**src/rtl/pwm_dac_stage.sv**
```systemverilog
// pwm_dac_stage: 8-bit PWM DAC fed by a valid/ready sample stream through a one-deep holding register.
// Optional saturating underrun counter is built when `PWM_DAC_STAGE_UNDERRUN_CNT_EN is defined.
module pwm_dac_stage #(
    parameter int DIV_W = 4
) (
    input  logic             clk,
    input  logic             rst,
    input  logic [7:0]       sample_in,
    input  logic             sample_valid,
    output logic             sample_ready,
    input  logic [DIV_W-1:0] div,
    output logic             pwm_out,
    output logic             period_done,
    output logic             underrun,
    output logic [7:0]       underrun_cnt
);

    typedef enum logic {
        IDLE,
        RUN
    } state_t;

    state_t           state;
    logic [DIV_W-1:0] presc;
    logic [7:0]       pwm_cnt;
    logic [7:0]       duty;
    logic [7:0]       hold;
    logic             hold_empty;

    logic             accept;
    logic             tick;
    logic             period_end;

    // Comparing with >= lets a lowered div take effect at once instead of waiting for a wrap.
    always_comb begin
        accept     = sample_valid && hold_empty;
        tick       = (state == RUN) && (presc >= div);
        period_end = tick && (pwm_cnt == 8'd255);
    end

    assign sample_ready = hold_empty;

    always_ff @(posedge clk or posedge rst) begin
        if (rst) begin
            state       <= IDLE;
            presc       <= '0;
            pwm_cnt     <= 8'd0;
            duty        <= 8'd0;
            // NOTE: hold data is reset as well, so no X can ever be copied into duty.
            hold        <= 8'd0;
            hold_empty  <= 1'b1;
            pwm_out     <= 1'b0;
            period_done <= 1'b0;
            underrun    <= 1'b0;
        end else begin
            // NOTE: non-blocking assignments everywhere here; every read sees pre-edge values.
            period_done <= 1'b0;
            underrun    <= 1'b0;
            case (state)
                IDLE: begin
                    presc   <= '0;
                    pwm_cnt <= 8'd0;
                    pwm_out <= 1'b0;
                    if (accept) begin
                        duty  <= sample_in;
                        state <= RUN;
                    end
                end
                RUN: begin
                    presc   <= tick ? '0 : presc + DIV_W'(1);
                    pwm_out <= (pwm_cnt < duty);
                    if (tick) begin
                        pwm_cnt <= pwm_cnt + 8'd1;
                    end
                    if (period_end) begin
                        period_done <= 1'b1;
                        if (hold_empty) begin
                            underrun <= 1'b1;
                        end else begin
                            duty <= hold;
                        end
                    end
                    // An accept needs hold_empty, so it never coincides with a full reload.
                    if (accept) begin
                        hold       <= sample_in;
                        hold_empty <= 1'b0;
                    end else if (period_end && !hold_empty) begin
                        hold_empty <= 1'b1;
                    end
                end
                default: state <= IDLE;
            endcase
        end
    end

`ifdef PWM_DAC_STAGE_UNDERRUN_CNT_EN
    always_ff @(posedge clk or posedge rst) begin
        if (rst) begin
            underrun_cnt <= 8'd0;
        end else if (period_end && hold_empty && (underrun_cnt != 8'hFF)) begin
            underrun_cnt <= underrun_cnt + 8'd1;
        end
    end
`else
    assign underrun_cnt = 8'd0;
`endif

    a_underrun_at_period_end : assert property (
        @(posedge clk) disable iff (rst) underrun |-> period_done
    );

    a_hold_only_in_run : assert property (
        @(posedge clk) disable iff (rst) !sample_ready |-> (state == RUN)
    );

endmodule
```
**config.mk**
```make
export PLATFORM = sky130hd
export DESIGN_NAME = pwm_dac_stage
export DESIGN_NICKNAME = d
export VERILOG_FILES = /design/src/rtl/pwm_dac_stage.sv
export SDC_FILE = /design/constraint.sdc
export NUM_CORES = 1
export LEC_CHECK = 0
export ABC_AREA = 0
export BUFFER_PORTS_ARGS = -buffer_cell sky130_fd_sc_hd__buf_4
export CAP_MARGIN = 30
export CORE_AREA = 3 3 75 77
export DETAILED_ROUTE_END_ITERATION = 12
export DIE_AREA = 0 0 78 80
export GPL_ROUTABILITY_DRIVEN = 0
export PLACE_DENSITY_LB_ADDON = 0.15
export SYNTH_ARGS = -nofsm -noshare
export SYNTH_HDL_FRONTEND = slang
export SYNTH_SLANG_ARGS = --single-unit
```
**constraint.sdc**
```tcl
create_clock -name clk -period 3.1 [get_ports clk]
set_input_delay 0.155 -clock clk [delete_from_list [all_inputs] [get_ports clk]]
set_output_delay 0.155 -clock clk [all_outputs]
set_load 0.05 [all_outputs]
```
==> insert_results.sql <==
INSERT INTO impl_metrics (metric_group, metric, value, unit) VALUES
('run_status', 'status', 'completed', ''),
('synth', 'yosys-top-cells-area', 'sky130_fd_sc_hd__dfrtp_1 (45%), sky130_fd_sc_hd__mux2i_1 (9.5%), sky130_fd_sc_hd__ha_1 (9.1%)', ''),
('drt', 'total_wirelength_of_the_detailed_routed_design', '3040', 'µm'),
('synth', 'yosys.cell_types.count', '41', ''),
('timing', 'timing.clock.skew', '0.00456', 'ns'),
('timing', 'final_hold_viol_count', '0', ''),
('global_routing', 'grt_overflow_total', '0', ''),
('place', 'detailed_place_hpwl', '2280', 'µm'),
('timing', 'finalSetupTns', '0', 'ns'),
('clock_network', 'cts_tree', 'yes', ''),
('final_layout', 'layout.filler_cells', '511', ''),
('place', 'port_buffers', '18', ''),
('final_layout', 'area.growth.synth_to_final', '15.2', '%'),
('setup_path', 'worstPathMaxFanout', '8', ''),
('clock_network', 'cts-root-to-sink-buffers', '2', ''),
('setup_path', 'crit_path_start_kind', 'flop', ''),
('clock_network', 'ctsHtreeMaxLevel', '2', ''),
('die', 'area_of_the_die', '0.00624', 'mm²'),
('synth', 'syn-mean-instance-area', '11.5', 'µm²'),
('synth', 'asyncSetResetFlopFracSynth', '100', '%'),
('synth', 'syn-cell-area', '0.00179', 'mm²'),
('synth', 'syn_inst', '155', ''),
('power', 'total_power_density_per_cell_area', '668', 'mW/mm²'),
('die', 'chip_width', '78', 'µm'),
('timing', 'timing.final.crit_share', '71.9', '%'),
('final_layout', 'num_antenna_cells', '0', ''),
('die', 'io_pins', '27', ''),
('global_routing', 'grt_pass1_vias', '1157', ''),
('die', 'placement_rows', '26', ''),
('global_routing', 'wire_length_of_the_first_global_routing_pass', '5280', 'µm'),
('setup_path', 'worstSetupPathType', 'reg -> reg', ''),
('global_routing', 'grt_antenna_before_repair', '0', ''),
('timing', 'max_freq', '449', 'MHz'),
('min_path', 'timing.hold.worst.class', 'in -> reg', ''),
('final_layout', 'layout-drive-gt1-share', '22.9', '%'),
('drt', 'route.vias.total', '1121', ''),
('drt', 'drc', '0', ''),
('synth', 'portion_of_synthesized_cell_area_occupied_by_the_leading_cell_type', '44.8', '%'),
('timing', 'rsz0062_at_grt', 'no', ''),
('clock_network', 'ctsResizeCount', '0', ''),
('power', 'vdd_drop_max', '240', 'µV'),
('setup_path', 'crit_end_element', 'flop', ''),
('job', 'drv_cap', '0', ''),
('synth', 'synthFlopType', 'sky130_fd_sc_hd__dfrtp_1', ''),
('synth', 'share_of_synthesized_area_occupied_by_flip_flops_and_latches', '46.2', '%'),
('clock_network', 'clock_insertion_delay_worst_skew', '0.28', 'ns'),
('setup_path', 'worst-endpoint-arrival', '2.38', 'ns'),
('clock_network', 'clock_sinks', '33', ''),
('drt', 'avgRoutedWirePerCell', '12.2', 'µm'),
('synth', 'synth_enable_flop_cells', '0', ''),
('synth', 'yosys_register_bits', '33', ''),
('timing', 'setup_viol', '0', ''),
('die', 'fp.dieH', '80', 'µm'),
('final_layout', 'stdcell_count', '249', ''),
('die', 'core_area', '0.00507', 'mm²'),
('timing', 'timing.final.crit_period', '2.23', 'ns'),
('clock_network', 'cts-root-buf', 'sky130_fd_sc_hd__clkbuf_8', ''),
('synth', 'total_number_of_yosys_warnings', '0', ''),
('global_routing', 'gr-usage-all-layers', '11.0', '%'),
('synth', 'cell_taking_the_most_area_after_synthesis', 'sky130_fd_sc_hd__dfrtp_1', ''),
('power', 'static-leakage-power', '1.03', 'nW'),
('clock_network', 'cts_post_setup_buffers_inserted', '0', ''),
('global_routing', 'pin_count_of_the_biggest_net_entering_global_routing', '34', ''),
('drt', 'dr.first_iter.drc_count', '37', ''),
('drt', 'drt.antenna.violating_nets', '0', ''),
('final_layout', 'design.final.nets', '206', ''),
('drt', 'drt-vias-per-instance', '4.50', ''),
('clock_network', 'cts_buffers', '5', ''),
('timing', 'final_max_slew_viol_count', '0', ''),
('place', 'placed_cells_incl_taps', '240', ''),
('drt', 'dr.pass1.iters', '3', ''),
('setup_path', 'cp_data_required_time', '3.25', 'ns'),
('die', 'start_util', '35.3', '%'),
('clock_network', 'reg_clk_slew_reported_paths', '0.07', 'ns');
==> worst max-delay path, cell delays in order, from the launching register on <==
cell                        delay [ns]
sky130_fd_sc_hd__dfrtp_1          0.39
sky130_fd_sc_hd__inv_1            0.06
sky130_fd_sc_hd__ha_1             0.25
sky130_fd_sc_hd__nand2b_1         0.17
sky130_fd_sc_hd__a2111oi_4        0.47
sky130_fd_sc_hd__or2_1            0.38
sky130_fd_sc_hd__o22ai_4          0.21
sky130_fd_sc_hd__mux2i_1          0.16
==> sequential cells by signal, summed over array words and instances, names as in the netlist <==
name and cells:
duty 8, hold 8, period_done 1, presc 4
pwm_cnt 8, pwm_out 1, sample_ready 1, state 1
underrun 1
==> logic make-up (layout without fill, tap and decap cells) <==
| family | Yosys count | count (layout) | share of synthesized area, % |
|---|---|---|---|
| AOI/OAI and AO/OA | 12 | 12 | 6.29 |
| adders and majority gates | 13 | 13 | 9.09 |
| muxes | 25 | 25 | 14.5 |
| other | 1 | 8 | 0.210 |
| buffers and inverters | 25 | 42 | 7.41 |
| and+or+nand+nor | 38 | 38 | 12.3 |
| xor gates and xnor gates | 8 | 8 | 3.92 |
| DFF | 33 | 33 | 46.2 |
==> placed cells by master (no fill, tap or decap), drive strengths merged, types with 2 or more instances in the layout <==
cell type / count
conb: 8
mux2: 8
and2: 7
dfrtp: 32
a21oi: 2
nor2b: 2
and3: 2
nor2: 5
ha: 13
clkbuf: 6
nand2: 4
nand2b: 2
o21ai: 3
clkinv: 2
xnor2: 2
xor2: 6
nand3: 4
mux2i: 17
o21a: 2
buf: 20
nand4: 2
inv: 13
nor3: 2
nor4: 2
==> metal layers <==
metal / GRT usage (%) / wire length (µm) / vias to the layer above / part of all wire, %
li1: - / - / 561 / -
met1: 13.3 / 1380 / 529 / 45
met2: 18.2 / 1440 / 26 / 47
met3: 2.60 / 163 / 5 / 5.4
met4: 5.77 / 57 / 0 / 1.9
met5: 0 / 0 / - / 0
==> what timing repair did <==
action	in CTS	in global routing
endpoints found under the setup margin	0	0
endpoints found under the hold margin	32	0
hold buffers	1	0
==> final timing paths <==
path                       slack [ns]  depth (start not counted)               start                  endpoint
hold / removal                   0.11                          2        sample_in[3]       hold[3]$_DFFE_PP0P_
max in group asynchronous        2.25                          4                 rst  sample_ready$_DFFE_PP1P_
min in group asynchronous        0.52                          4                 rst       duty[5]$_DFFE_PP0P_
setup reg to reg                 0.87                          7  presc[0]$_DFF_PP0_       duty[7]$_DFFE_PP0P_
hold reg to reg                  0.49                          1  presc[0]$_DFF_PP0_        presc[0]$_DFF_PP0_
setup / recovery                 0.87                          7  presc[0]$_DFF_PP0_       duty[7]$_DFFE_PP0P_
==> synth_stat cells, drive strengths merged, types with 3 or more instances <==
master,n
nand2,4
mux2,8
mux2i,17
xor2,6
ha,13
inv,13
buf,11
nor2,5
o21ai,3
and2,7
dfrtp,32
nand3,4
==> area by class of cell <==
class                           instances  area, µm²  share of cell area, %
Inverter                               13       48.8                   2.37
Clock buffer                            6       72.6                   3.52
Clock inverter                          2       10.0                  0.485
Sequential cell                        33        827                   40.1
Multi-Input combinational cell        104        856                   41.5
Timing Repair Buffer                   21        160                   7.77
Tap cell                               70       87.6                   4.25
==> where the power goes <==
| group | total [W] | internal [W] | switching (W) |
|---|---|---|---|
| clock network | 0.000309 | 0.000155 | 0.000154 |
| registers | 0.000620 | 0.000547 | 0.0000738 |
| logic | 0.000447 | 0.000213 | 0.000234 |
| total | 0.00138 | 0.000915 | 0.000462 |
==> per-stage QoR <==
stage / utilization [%] / area [µm²] / total power, W / setup WS (ns) / hold slack (ns)
global route: 40.6 / 2060 / 0.00150 / 0.684 / 0.101
finish: 40.6 / 2060 / 0.00138 / 0.871 / 0.106
floorplan: - / 1820 / 0.00100 / 1.14 / 0.283
detailed placement: 38.8 / 1970 / 0.00108 / 0.861 / 0.283
global placement: 38.8 / 1970 / 0.00107 / 0.936 / 0.279
CTS: 40.6 / 2060 / 0.00140 / 0.848 / 0.101
(Power assumes the default switching activity.)
